--- src/rtl/hdb3_polar_mapper.sv ---
// Per-channel HDB3/AMI polarity assigner: maps B/V-substituted ternary symbols to signed
// line pulses, tracking polarity, violation and saturating DC disparity per channel.
module hdb3_polar_mapper #(
  parameter int unsigned NUM_CH   = 4,
  parameter int unsigned DISP_W   = 4,
  parameter bit          INIT_POL = 1'b0,
  localparam int unsigned CH_W    = (NUM_CH > 1) ? $clog2(NUM_CH) : 1
) (
  input  logic                     Clk,
  input  logic                     Rst_n,
  input  logic                     Clr,
  input  logic                     Mode,
  input  logic                     In_Valid,
  output logic                     In_Ready,
  input  logic [1:0]               In_Sym,
  input  logic [CH_W-1:0]          In_Ch,
  output logic                     Out_Valid,
  input  logic                     Out_Ready,
  output logic [1:0]               Out_Sym,
  output logic [CH_W-1:0]          Out_Ch,
  output logic signed [DISP_W-1:0] Out_Disp,
  output logic                     Viol_Err
);

  localparam logic [CH_W:0]          NumChW  = (CH_W+1)'(NUM_CH);
  localparam logic signed [DISP_W-1:0] DispOne = DISP_W'(1);
  localparam logic signed [DISP_W-1:0] DispMax = {1'b0, {(DISP_W-1){1'b1}}};
  localparam logic signed [DISP_W-1:0] DispMin = -DispMax;

  logic [NUM_CH-1:0]        last_pol_q, last_pol_d;
  logic [NUM_CH-1:0]        last_v_q, last_v_d;
  logic signed [DISP_W-1:0] disp_q [NUM_CH];
  logic signed [DISP_W-1:0] disp_d [NUM_CH];

  logic                     out_valid_q, out_valid_d;
  logic [1:0]               out_sym_q, out_sym_d;
  logic [CH_W-1:0]          out_ch_q, out_ch_d;
  logic signed [DISP_W-1:0] out_disp_q, out_disp_d;
  logic                     viol_q, viol_d;

  logic                     accept, ch_ok;
  logic [CH_W-1:0]          ch_idx;
  logic                     p, pulse, pol, viol, new_pol, new_v;
  logic signed [DISP_W-1:0] disp_cur, disp_new;

  assign In_Ready  = !Clr && (!out_valid_q || Out_Ready);
  assign accept    = In_Valid && In_Ready;
  assign ch_ok     = {1'b0, In_Ch} < NumChW;
  // Out-of-range tags are steered to channel 0 for reads only; they never write state.
  assign ch_idx    = ch_ok ? In_Ch : '0;
  assign Out_Valid = out_valid_q;
  assign Out_Sym   = out_sym_q;
  assign Out_Ch    = out_ch_q;
  assign Out_Disp  = out_disp_q;
  assign Viol_Err  = viol_q;

  always_comb begin
    p        = last_pol_q[ch_idx];
    disp_cur = disp_q[ch_idx];
    pulse    = 1'b0;
    pol      = 1'b0;
    viol     = 1'b0;
    new_pol  = p;
    new_v    = last_v_q[ch_idx];
    case (In_Sym)
      2'b01, 2'b10: begin
        pulse   = 1'b1;
        pol     = ~p;
        new_pol = ~p;
        new_v   = 1'b0;
      end
      2'b11: begin
        pulse = 1'b1;
        if (Mode) begin
          pol   = p;
          new_v = 1'b1;
          viol  = last_v_q[ch_idx];
        end else begin
          pol     = ~p;
          new_pol = ~p;
          new_v   = 1'b0;
        end
      end
      default: ;
    endcase

    disp_new = disp_cur;
    if (pulse && !pol && disp_cur != DispMax) disp_new = disp_cur + DispOne;
    if (pulse && pol && disp_cur != DispMin)  disp_new = disp_cur - DispOne;
  end

  always_comb begin
    last_pol_d  = last_pol_q;
    last_v_d    = last_v_q;
    disp_d      = disp_q;
    out_valid_d = out_valid_q && !Out_Ready;
    out_sym_d   = out_sym_q;
    out_ch_d    = out_ch_q;
    out_disp_d  = out_disp_q;
    viol_d      = viol_q;
    if (Clr) begin
      last_pol_d = {NUM_CH{~INIT_POL}};
      last_v_d   = '0;
      for (int i = 0; i < NUM_CH; i++) disp_d[i] = '0;
    end else if (accept && ch_ok) begin
      last_pol_d[ch_idx] = new_pol;
      last_v_d[ch_idx]   = new_v;
      disp_d[ch_idx]     = disp_new;
      out_valid_d        = 1'b1;
      out_sym_d          = pulse ? (pol ? 2'b10 : 2'b01) : 2'b00;
      out_ch_d           = In_Ch;
      out_disp_d         = disp_new;
      viol_d             = viol;
    end
  end

  always_ff @(posedge Clk or negedge Rst_n) begin
    if (!Rst_n) begin
      last_pol_q  <= {NUM_CH{~INIT_POL}};
      last_v_q    <= '0;
      for (int i = 0; i < NUM_CH; i++) disp_q[i] <= '0;
      out_valid_q <= 1'b0;
      out_sym_q   <= 2'b00;
      out_ch_q    <= '0;
      out_disp_q  <= '0;
      viol_q      <= 1'b0;
    end else begin
      last_pol_q  <= last_pol_d;
      last_v_q    <= last_v_d;
      disp_q      <= disp_d;
      out_valid_q <= out_valid_d;
      out_sym_q   <= out_sym_d;
      out_ch_q    <= out_ch_d;
      out_disp_q  <= out_disp_d;
      viol_q      <= viol_d;
    end
  end

endmodule

--- config.mk ---
export PLATFORM = sky130hd
export DESIGN_NAME = hdb3_polar_mapper
export DESIGN_NICKNAME = d
export VERILOG_FILES = /design/src/rtl/hdb3_polar_mapper.sv
export SDC_FILE = /design/constraint.sdc
export NUM_CORES = 1
export LEC_CHECK = 0
export CORE_MARGIN = 3
export CORE_UTILIZATION = 50
export DETAILED_ROUTE_END_ITERATION = 7
export GPL_TIMING_DRIVEN = 0
export PLACE_DENSITY_LB_ADDON = 0.08
export SYNTH_ARGS = -nofsm -noshare
export SYNTH_HDL_FRONTEND = slang
export SYNTH_SLANG_ARGS = --single-unit
--- constraint.sdc ---
create_clock -name Clk -period 2.7 [get_ports Clk]
set_input_delay 0.27 -clock Clk [delete_from_list [all_inputs] [get_ports Clk]]
set_output_delay 0.27 -clock Clk [all_outputs]
set_load 0.005 [all_outputs]
Word-level counts from Yosys, hierarchy flattened

Cells that the tools add are included.

$add $sub $neg: 2
Order comparisons: 4
Equality and inequality tests: 5
Muxes and demuxes: 34
Bitwise gates (word level): 3
Reductions and logical operators: 18

Operators with widths:

| kind                                                                                | count |
|---|---|
| 4-bit two-way mux                                                                   | 9 |
| 16-bit two-way mux                                                                  | 2 |
| 16-bit bitwise mux                                                                  | 1 |
| 1-bit two-way mux                                                                   | 10 |
| 1-bit logical AND                                                                   | 9 |
| 4-bit binary-select mux with 2-bit select                                           | 1 |
| 4-bit bitwise mux                                                                   | 2 |
| 4-bit demux with 2-bit select                                                       | 1 |
| 4-bit inequality test, second input constant                                        | 2 |
| 1-bit case mux with 2 select lines                                                  | 3 |
| 4-bit by 2-bit adder with 4-bit output, second input constant                       | 1 |
| 1-bit binary-select mux with 2-bit select                                           | 2 |
| 2-bit equality test, second input constant                                          | 2 |
| 1-bit zero test                                                                     | 4 |
| 2-bit two-way mux                                                                   | 2 |
| 4-bit by 2-bit subtractor with 4-bit output, second input constant                  | 1 |
| 3-bit greater-or-equal comparator, second input constant                            | 1 |
| 2-bit by 3-bit less-than comparator with 1-bit output, second input constant        | 1 |
| 3-bit by 1-bit less-than comparator with 1-bit output, second input constant        | 1 |
| 2-bit NOT with 3-bit output                                                         | 1 |
| 3-bit OR reduction                                                                  | 1 |
| 1-bit demux with 2-bit select                                                       | 1 |
| 2-bit by 1-bit equality test with 1-bit output, second input constant               | 1 |
| 2-bit by 1-bit greater-or-equal comparator with 1-bit output, second input constant | 1 |
| other kinds (5)                                                                     | 6 |

Register bits after elaboration: 34
Input bits: 10
Output and inout port bits: 11
Word-level logic and storage cells: 77

Longest topological paths before layout

Gate-level depths: netlist of the first run.

Word-level depth: 13
Depth in mapped cells: 10
Mapped depth without buffers: 8

Worst setup path before layout of the first run

OpenSTA, ideal clock, no wires.

Path type: input -> register
From: input port In_Ch[1]
To: register disp_q[15] in the netlist's numbering
Arrival: 2.421 ns
Setup slack: 0.183 ns
Stages on the path: 10
Buffers on the path: 3
Path through: buf_4 -> buf_4 -> mux4_2 -> ha_1 -> a41oi_1 -> nand2_1 -> or4_4 -> and3_4 -> buf_6 -> o31ai_1

Word-level cells in the longest chain between the ends: 13

RTL lines:

| what                                                                            | RTL line | RTL |
|---|---|---|
| from (decl)                                                                     | 16       | `input logic [CH_W-1:0] In_Ch,` |
| branches (longest 10 deep; another with 4-bit by 2-bit adder with 4-bit output) | n/a      |  |
| 16-bit bitwise mux *                                                            | 108      | `disp_d[ch_idx] = disp_new;` |
| 16-bit two-way mux *                                                            | 105      | `end else if (accept && ch_ok) begin` |
| 16-bit two-way mux *                                                            | 101      | `if (Clr) begin` |
| to (signal assigned)                                                            | 130      | `disp_q <= disp_d;` |
| to (decl)                                                                       | 32       | `logic signed [DISP_W-1:0] disp_q [NUM_CH];` |

Every way passes the cells marked *. The select of a mux whose other input is x is not followed.
A chain may end at the register's enable or synchronous reset.

Final worst setup path of the first run

From: register disp_q[5] in the netlist's numbering
To: register disp_q[15] in the netlist's numbering

Word-level cells in the longest chain between the ends: 10

RTL lines:

| what                                                                           | RTL line | RTL |
|---|---|---|
| 4-bit binary-select mux with 2-bit select *                                    | 59       | `disp_cur = disp_q[ch_idx];` |
| 4-bit two-way mux (not written as such) * (2 in series)                        | 59       |  |
| branches (longest 3 deep; another with 4-bit by 2-bit adder with 4-bit output) | n/a      |  |
| 4-bit two-way mux *                                                            | 89       | `if (pulse && pol && disp_cur != DispMin) disp_new = disp_cur - DispOne;` |
| 16-bit bitwise mux *                                                           | 108      |  |
| 16-bit two-way mux *                                                           | 105      |  |
| 16-bit two-way mux *                                                           | 101      |  |

Marks and branches as above.

==> results of run 1 <==
[registers in the layout (all words and copies together) (netlist names)]
name / cells
Out_Ch: 2
Out_Disp: 4
Out_Sym: 2
Out_Valid: 1
Viol_Err: 1
disp_q: 16
last_pol_q: 4
last_v_q: 4
[logic make-up after synthesis]
logic type,share of synthesized area [%]
multiplexers,10.1
AND/OR/NAND/NOR,20.5
flip-flops,42.8
buffers and inverters,5.51
adder cells (fa/ha/maj),3.75
XOR/XNOR,0.438
AO/OA/AOI/OAI,16.9
[power by group through the flow]
stage               clock (mW)  combinational [mW]  sequential [mW]
detailed placement           0               0.222            0.566
finish                   0.572               0.245            0.557
floorplan                    0               0.118            0.566
global route             0.612               0.269            0.559
CTS                      0.583               0.232            0.557
global placement             0               0.216            0.564
[critical path, cell delays in order (launching register included)]
cell	delay, ns
dfrtp_1	0.40
mux4_2	0.53
buf_4	0.17
ha_1	0.21
a31oi_1	0.37
o211ai_1	0.23
and3_4	0.22
buf_6	0.13
o31ai_2	0.23
[cells in the mapped netlist (2+ instances only)]
cell       n
ha_1       6
buf_4      2
nand4_1    2
nor3_1     3
mux4_2     3
dfrtp_1   30
inv_1      6
nand2_1   13
mux2_2     2
nand3b_1  21
or3_1      2
clkinv_1   3
buf_6      2
a21oi_1    6
o221ai_1   2
nor2_1    14
o31ai_1    6
dfstp_2    4
a22o_1     3
mux2i_1    7
nand3_1    3
o21ai_0   20
clkbuf_1   9
and2_1     3
o31ai_2    2
[repair_timing]
item / in CTS / in global routing
endpoints found under the hold margin: 0 / 0
pin swaps: 0 / 2
setup endpoints to repair: 20 / 10
cloned: 0 / 1
buffers inserted: 1 / 3
gates resized for setup: 9 / 8
[area by class of cell]
| cell class | count | area (um^2) | share of cell area [%] |
|---|---|---|---|
| clock inverters | 2 | 60.1 | 2.40 |
| flip-flops and latches | 34 | 856 | 34.2 |
| well taps | 48 | 60.1 | 2.40 |
| inverters | 9 | 37.5 | 1.50 |
| multi-input cells | 142 | 1100 | 43.9 |
| plain buffers | 14 | 78.8 | 3.15 |
| clock buffers | 6 | 82.6 | 3.30 |
| repair buffers | 24 | 228 | 9.11 |
[per-layer routing]
metal	routed length, um	vias up	part of all wire [%]	track usage, %
li1	-	787	-	-
met1	2200	847	45	28.3
met2	2460	32	50	35.0
met3	183	6	3.7	4.64
met4	65	0	1.3	8.89
met5	0	-	0	0
[metrics by stage]
step	instance area (um^2)	power, mW
floorplan	2000	0.684
global placement	2250	0.780
detailed placement	2240	0.788
CTS	2430	1.37
global route	2500	1.44
finish	2500	1.37
[final timing paths]
path / end / depth (start not counted)
worst max-delay path: disp_q[15] / 8
worst min-delay path: Out_Disp[0] / 1
worst max register to register: disp_q[15] / 8
worst min register to register: Out_Sym[0] / 2
max in group asynchronous: disp_q[7] / 1
min in group Clk: Out_Ch[1] / 4
==> results.md, run 1 <==
- Status: finished clean
- Syn_nets: 215
- Vias in the first global route: 1690
- CTS tree: yes
- Die Ht: 69.2 um
- Hold Buf Count CTS: 0
- DRC Markers: 0
- Latest clock arrival within the worst-skew pair: 0.28 ns
- Final hold vios: 0
- Achievable Freq: 0.384 GHz
- Num CTS Buffers: 5
- Max_slew headroom: 51.5%
- Layout cells sized above 1: 21.2%
- Synth unique cells: 50
- Clock skew: 0.00766 ns
- Gate Count Post-Synth: 199
- Psw: 320 uW
- Least-Margin Pin Slew: 0.727 ns
- Antenna fix cells: 0
- Post-Route WL: 4910 um
- Switching share of total power: 23.3%
- Combinational power share: 17.8%
- Post-synthesis sequential area ratio: 42.8%
- Setup ws final: 0.0965 ns
- Tcrit/Tclk final: 96.4%
- Cell Rows: 22
- Vias/cell: 5.99
- Crit end category: register
- Synth top area share: 37.5%
- Placed insts: 266
- Most common cell after layout, fill and taps aside: dfrtp_1
- CP Class: reg2reg
- Max Root-Sink Buffers: 2
- # IOs: 21
- R2r setup slk: 0.1 ns
- Max FO, Critical Path: 5
- GRT Util Overall: 21.7%
- DR vias: 1672
- Setup crit start: disp_q[5]
- Cell Pwr Density: 549 nW/um^2
- Power share of the sequential group: 40.6%
- Post-layout net count: 246
- Antenna violations before repair: 0
- Post-synth top flop: dfrtp_1
- Core area: 3740 um^2
- Worst slack, placed: -0.702 ns
- Initial Util: 53.4%
- Crit path required time: 2.88 ns
- Leak: 1.04 nW
- Crit path DAT: 2.78 ns
- Most frequent cells in the layout: 30 x dfrtp_1, 21 x nand3b_1, 20 x o21ai_0, 17 x clkdlybuf4s50_1, 14 x nor2_1
- DRT antenna net count: 0
- Synth Register Bits: 34
- Horiz. Die Dim: 69.2 um
- First-pass GRT wire length: 8250 um
- DP Wirelength: 3420 um
- Clk root buf: clkbuf_8
- R2r startpoint: disp_q[5]
- Post-Layout Cell Count: 279
- Buffers on Ports: 19
- Synth area leaders: dfrtp_1 38%, nand3b_1 7.9%, dfstp_2 5.3%
- Crit start category: register
- Hold Worst Slack: 0.0352 ns
- WL per Instance: 17.6 um
- DR iter-0 viols: 73
- H-tree depth: 2
- Mapped Area: 2000 um^2
- # fillers: 299
- Clock period minus worst slack: 2.60 ns
- Max-slew violations: 0
- Largest net degree at the start of global routing: 35
- Clk slew on worst S/H paths: 0.07 ns
- Synth area leader: dfrtp_1
- Syn-to-layout area delta: 25.0%
- GRT overflow: 0
- Setup TNS: 0 ns
- Final Util: 66.8%
- Number of synthesized flops with an enable pin: 0
- Clk pwr share: 41.6%
- Final setup viols: 0
- Syn Area/Cell: 10.0 um^2
- Hold Path Class: in2async
- Pint: 1.05 mW
- Peak VDD IR: 0.351 mV
- Post-synth ARST share: 100%
- GPL Wtd Cong: 0.864
- Yosys warning total: 0
- Max Cap Violations: 0
- DRT Pass-1 Iters: 4
- Clock Sinks: 34
- Die footprint: 4790 um^2
(Power assumes the default switching activity.)
==> inputs of run 2 (changes only) <==
PLACE_DENSITY = 0.75   (was unset)
PLACE_DENSITY_LB_ADDON = unset   (was 0.08)
==> results.md, run 2 (same netlist as run 1, synthesis figures left out) <==
- Worst reg2reg endpoint: disp_q[6] (was disp_q[15])
- # IOs: 21 (unchanged)
- Post-layout net count: 246 (unchanged)
- Clock period minus worst slack: 2.64 ns (was 2.60 ns)
- WL per Instance: 19.1 um (was 17.6 um)
- Antenna fix cells: 0 (unchanged)
- Crit end category: register (unchanged)
- Buffers on Ports: 19 (unchanged)
- Setup crit start: disp_q[5] (unchanged)
- Die Ht: 69.2 um (unchanged)
- Horiz. Die Dim: 69.2 um (unchanged)
- Achievable Freq: 0.379 GHz (was 0.384 GHz)
- Layout cells sized above 1: 19.5% (was 21.2%)
- DP Wirelength: 3630 um (was 3420 um)
- Clk pwr share: 32.1% (was 41.6%)
- GRT Util Overall: 23.0% (was 21.7%)
- Max FO, Critical Path: 6 (was 5)
- Vias/cell: 6.24 (was 5.99)
- Cell Pwr Density: 486 nW/um^2 (was 549 nW/um^2)
- Latest clock arrival within the worst-skew pair: 0.29 ns (was 0.28 ns)
- Clock skew: 0.00446 ns (was 0.00766 ns)
- Leak: 1.02 nW (was 1.04 nW)
- Clock Sinks: 34 (unchanged)
- Post-Route WL: 5330 um (was 4910 um)
- DRC Markers: 0 (unchanged)
- DR iter-0 viols: 132 (was 73)
- Max-slew violations: 0 (unchanged)
- R2r startpoint: disp_q[5] (unchanged)
- Max Root-Sink Buffers: 2 (unchanged)
- Least-Margin Pin Slew: 0.756 ns (was 0.727 ns)
- Max_slew headroom: 49.6% (was 51.5%)
- Grt met3 use: 3.77% (was 4.64%)
- Syn-to-layout area delta: 21.0% (was 25.0%)
- Die footprint: 4790 um^2 (unchanged)
- GPL Wtd Cong: 0.876 (was 0.864)
- Status: finished clean (unchanged)
- Switching share of total power: 28.7% (was 23.3%)
- Largest net degree at the start of global routing: 35 (unchanged)
- Post-Layout Cell Count: 279 (unchanged)
- H-tree depth: 2 (unchanged)
- DR vias: 1740 (was 1672)
- M2 GR Usage: 38.9% (was 35.0%)
- Setup TNS: 0 ns (unchanged)
- Crit path capture: disp_q[6] (was disp_q[15])
- Pint: 839 uW (was 1.05 mW)
- Crit path DAT: 2.84 ns (was 2.78 ns)
- Tcrit/Tclk final: 97.6% (was 96.4%)
- Vias in the first global route: 1787 (was 1690)
- GRT overflow: 0 (unchanged)
- Met1 usage: 28.0% (was 28.3%)
- CP Class: reg2reg (unchanged)
- Hold Buf Count CTS: 0 (unchanged)
- Placed insts: 266 (unchanged)
- PnR Total Power: 1.18 mW (was 1.37 mW)
- Most frequent cells in the layout: 30 x dfrtp_1, 21 x nand3b_1, 20 x o21ai_0, 17 x clkdlybuf4s50_1, 14 x nor2_1 (unchanged)
- R2R cell count: 8 (unchanged)
- Psw: 338 uW (was 320 uW)
- R2r setup slk: 0.06 ns (was 0.1 ns)
- Core area: 3740 um^2 (unchanged)
- Num CTS Buffers: 5 (unchanged)
- DRT Pass-1 Iters: 4 (unchanged)
- Most flop-heavy register: disp_q (unchanged)
- Most common cell after layout, fill and taps aside: dfrtp_1 (unchanged)
- Clk root buf: clkbuf_8 (unchanged)
- Crit start category: register (unchanged)
- CTS tree: yes (unchanged)
- Max reg flops: 16 (unchanged)
- First-pass GRT wire length: 8670 um (was 8250 um)
- Cell Rows: 22 (unchanged)
- Power share of the sequential group: 47.3% (was 40.6%)
- Antenna violations before repair: 0 (unchanged)
- DRT antenna net count: 0 (unchanged)
- Initial Util: 53.4% (unchanged)
- Final setup viols: 0 (unchanged)
- Busiest grt layer: met2 (unchanged)
- Hold Worst Slack: 0.0422 ns (was 0.0352 ns)
- Combinational power share: 20.6% (was 17.8%)
- Max Cap Violations: 0 (unchanged)
- Final hold vios: 0 (unchanged)
- Peak VDD IR: 0.322 mV (was 0.351 mV)
- Hold Path Class: in2async (unchanged)
- Crit path required time: 2.91 ns (was 2.88 ns)
- # fillers: 315 (was 299)
- Clk slew on worst S/H paths: 0.07 ns (about the same)
==> run 2: critical path, cell delays in order (launching register included) <==
cell,delay [ns]
dfrtp_1,0.38
mux4_2,0.54
clkinvlp_4,0.16
ha_1,0.20
nand4_1,0.20
and2_1,0.24
a2111oi_1,0.48
nor3_2,0.15
o21ai_0,0.19
==> run 2: power groups by stage <==
| stage | Clock (mW) | Combinational [mW] | Sequential (mW) |
|---|---|---|---|
| 2_1_floorplan | 0 | 0.118 | 0.566 |
| 3_3_place_gp | 0 | 0.214 | 0.564 |
| 3_5_place_dp | 0 | 0.223 | 0.567 |
| 4_1_cts | 0.382 | 0.231 | 0.557 |
| 5_1_grt | 0.404 | 0.263 | 0.560 |
| 6_report | 0.378 | 0.243 | 0.557 |
==> run 2: what timing repair did <==
action / CTS / global route
endpoints found under the setup margin: 20 / 10
pin swaps: 0 / 1
hold endpoints to repair: 0 / 0
buffers inserted: 1 / 4
gates resized for setup: 8 / 5
==> run 2: layer usage <==
metal	wire [um]	share of wire, %
met2	2660	50
met4	176	3.3
met5	0	0
met3	370	6.9
met1	2120	40
==> run 2: through the flow <==
stage	area (um^2)	setup slack, ns	util [%]
6_report	2420	0.0648	64.6
3_5_place_dp	2240	-0.741	60.0
3_3_place_gp	2250	-0.623	60.1
2_1_floorplan	2000	0.183	-
5_1_grt	2420	-0.0124	64.6
4_1_cts	2370	0.0314	63.2
==> run 2: area by class of cell <==
cell class / count / area [um^2] / share of cell area, %
Tap cell: 48 / 60.1 / 2.48
Clock buffer: 6 / 72.6 / 3.00
Clock inverter: 2 / 13.8 / 0.569
Inverter: 9 / 37.5 / 1.55
Multi-Input combinational cell: 142 / 1080 / 44.5
Buffer: 14 / 78.8 / 3.26
Sequential cell: 34 / 856 / 35.4
Timing Repair Buffer: 24 / 224 / 9.26
==> run 2: worst min-delay path by stage <==
stage                  endpoint       from  cells past startpoint  slack [ns]
floorplan             Out_Ch[0]      Rst_n                      0       -0.03
global placement      Out_Ch[1]  Out_Ch[1]                      2        0.46
finish               disp_q[14]      Rst_n                      1        0.04
CTS                   disp_q[3]      Rst_n                      1        0.07
global route          Out_Ch[0]      Rst_n                      1        0.09
detailed placement  Out_Disp[1]      Rst_n                      1        0.38
==> inputs of run 3 (changes only) <==
CORE_ASPECT_RATIO = 1.5   (was unset)
TNS_END_PERCENT = 50   (was unset)
==> results.md, run 3 (same netlist as run 1, synthesis figures left out) <==
- Status: finished clean (unchanged)
- CTS tree: yes (unchanged)
- Post-Layout Cell Count: 274 (was 279)
- Antenna fix cells: 0 (unchanged)
- Final hold vios: 0 (unchanged)
- Die Ht: 83.5 um (was 69.2 um)
- Metal3 WL: 222 um (was 370 um)
- Worst path max stage delay: 0.52 ns (was 0.54 ns)
- DRT Pass-1 Iters: 4 (unchanged)
- Crit path buf inv count: 1 (unchanged)
- Clk slew on worst S/H paths: 0.07 ns (about the same)
- Max-slew violations: 0 (unchanged)
- CP Class: reg2reg (unchanged)
- Final Util: 65.3% (was 64.6%)
- Met1 WL: 1910 um (was 2120 um)
- DRC Markers: 0 (unchanged)
- Clk pwr share: 36.5% (was 32.1%)
- R2R cell count: 8 (unchanged)
- Peak VDD IR: 0.413 mV (was 0.322 mV)
- Crit path required time: 2.89 ns (was 2.91 ns)
- Most frequent cells in the layout: 30 x dfrtp_1, 21 x nand3b_1, 20 x o21ai_0, 17 x clkdlybuf4s50_1, 14 x nor2_1 (unchanged)
- Hold Buf Count CTS: 0 (unchanged)
- Post-Route WL: 4670 um (was 5330 um)
- Vias/cell: 5.89 (was 6.24)
- DR iter-0 viols: 86 (was 132)
- Crit-path cells: mux4_2, ha_1, a41oi_2, nand2_1, or4_4, and3_4, buf_6, o31ai_1 (was mux4_2, clkinvlp_4, ha_1, nand4_1, and2_1, a2111oi_1, nor3_2, o21ai_0)
- Area of the multi-input gates: 1080 um^2 (about the same)
- Antenna violations before repair: 0 (unchanged)
- Switching share of total power: 25.2% (was 28.7%)
- # fillers: 308 (was 315)
- Top routing layer in use: met4 (unchanged)
- Buffers on Ports: 19 (unchanged)
- Clk root buf: clkbuf_8 (unchanged)
- Max reg flops: 16 (unchanged)
- Levels on crit path: 8 (unchanged)
- Largest net degree at the start of global routing: 35 (unchanged)
- Crit end category: register (unchanged)
- Crit path DAT: 2.75 ns (was 2.84 ns)
- Clock Sinks: 34 (unchanged)
- Initial Util: 53.3% (was 53.4%)
- Psw: 315 uW (was 338 uW)
- Most flop-heavy register: disp_q (unchanged)
- DP Wirelength: 3310 um (was 3630 um)
- GRT overflow: 0 (unchanged)
- Cell Pwr Density: 511 nW/um^2 (was 486 nW/um^2)
- Max Cap Violations: 0 (unchanged)
- Core area: 3750 um^2 (was 3740 um^2)
- Tcrit/Tclk final: 94.7% (was 97.6%)
- Setup crit start: disp_q[4] (was disp_q[5])
- Die footprint: 4810 um^2 (was 4790 um^2)
- Horiz. Die Dim: 57.6 um (was 69.2 um)
- Most common cell after layout, fill and taps aside: dfrtp_1 (unchanged)
- Cell Rows: 27 (was 22)
- Setup TNS: 0 ns (unchanged)
- Layout cells sized above 1: 18.6% (was 19.5%)
- Achievable Freq: 0.391 GHz (was 0.379 GHz)
- Clock period minus worst slack: 2.56 ns (was 2.64 ns)
- DR vias: 1615 (was 1740)
- Max_slew headroom: 50.0% (was 49.6%)
- Crit start category: register (unchanged)
- Kind of cell adding the most delay to the critical path: simple AND/OR/NAND/NOR gates (was compound AO/OA/AOI/OAI gates)
- Vias in the first global route: 1676 (was 1787)
- PnR Total Power: 1.25 mW (was 1.18 mW)
- Leak: 1.03 nW (was 1.02 nW)
- R2r startpoint: disp_q[4] (was disp_q[5])
- Post-layout net count: 246 (unchanged)
- First-pass GRT wire length: 7980 um (was 8670 um)
- GRT Util Overall: 21.2% (was 23.0%)
- Register area: 856 um^2 (unchanged)
- Num CTS Buffers: 5 (unchanged)
- Placed insts: 261 (was 266)
- DRT antenna net count: 0 (unchanged)
- Syn-to-layout area delta: 22.5% (was 21.0%)
- Critical path's slowest cell: mux4_2 (unchanged)
- Clock skew: 0.00661 ns (was 0.00446 ns)
- Power share of the sequential group: 44.4% (was 47.3%)
- H-tree depth: 2 (unchanged)
- # IOs: 21 (unchanged)
- Final setup viols: 0 (unchanged)
- Max Root-Sink Buffers: 2 (unchanged)
- Max FO, Critical Path: 5 (was 6)
- Hold Path Class: in2async (unchanged)
- WL met2: 2470 um (was 2660 um)
- Least-Margin Pin Slew: 0.750 ns (was 0.756 ns)
- WL per Instance: 17.0 um (was 19.1 um)
- Latest clock arrival within the worst-skew pair: 0.28 ns (was 0.29 ns)
- Combinational power share: 19.0% (was 20.6%)
- GPL Wtd Cong: 0.901 (was 0.876)
- Pint: 936 uW (was 839 uW)
## run 3: path summary, 6_finish.rpt
check                      slack [ns]           to
setup / recovery                 0.14    disp_q[7]
hold / removal                   0.05   Out_Sym[1]
setup reg to reg                 0.14    disp_q[7]
hold reg to reg                  0.48  Out_Disp[1]
max in group asynchronous        2.17    disp_q[6]
min in group Clk                 0.45    Out_Ch[1]
## run 3: area by class of cell
cell class	count	share of cell area [%]
buffer	14	3.22
clock buffer	7	3.12
clock inverter	1	1.23
inverter	9	1.38
multi-input combinational	142	44.3
sequential	34	35.0
tap	43	2.20
timing repair buffer	24	9.66
## run 3: power by group through the flow
stage          Clock [mW]  Sequential [mW]  Combinational [mW]
4_1_cts             0.465            0.556               0.224
3_5_place_dp            0            0.566               0.219
2_1_floorplan           0            0.566               0.118
6_report            0.456            0.556               0.238
3_3_place_gp            0            0.565               0.218
5_1_grt             0.486            0.560               0.264
## run 3: stage by stage
step / area [um^2] / setup WS [ns] / hold WS, ns
3_5_place_dp: 2240 / -0.629 / 0.383
3_3_place_gp: 2240 / -0.632 / 0.462
4_1_cts: 2360 / 0.00782 / 0.0789
6_report: 2450 / 0.144 / 0.0490
2_1_floorplan: 2000 / 0.183 / -0.0256
5_1_grt: 2450 / -0.00159 / 0.108
## run 3: metal layers
metal	GRT usage, %	vias up
met1	25.6	774
met5	0	-
met3	4.49	6
met2	35.9	43
met4	8.02	0
li1	-	792
## run 3: worst reg2reg max path, stage by stage (launching register included)
cell and delay, ns:
dfrtp_1 0.39, mux4_2 0.52, ha_1 0.23, a41oi_2 0.22, nand2_1 0.12, or4_4 0.45
and3_4 0.20, buf_6 0.13, o31ai_1 0.22
## run 3: what timing repair did
item	CTS	global route
gates cloned	0	0
endpoints found under the setup margin	20	20
pin swaps	0	3
buffers inserted	1	4
resized for setup	5	9
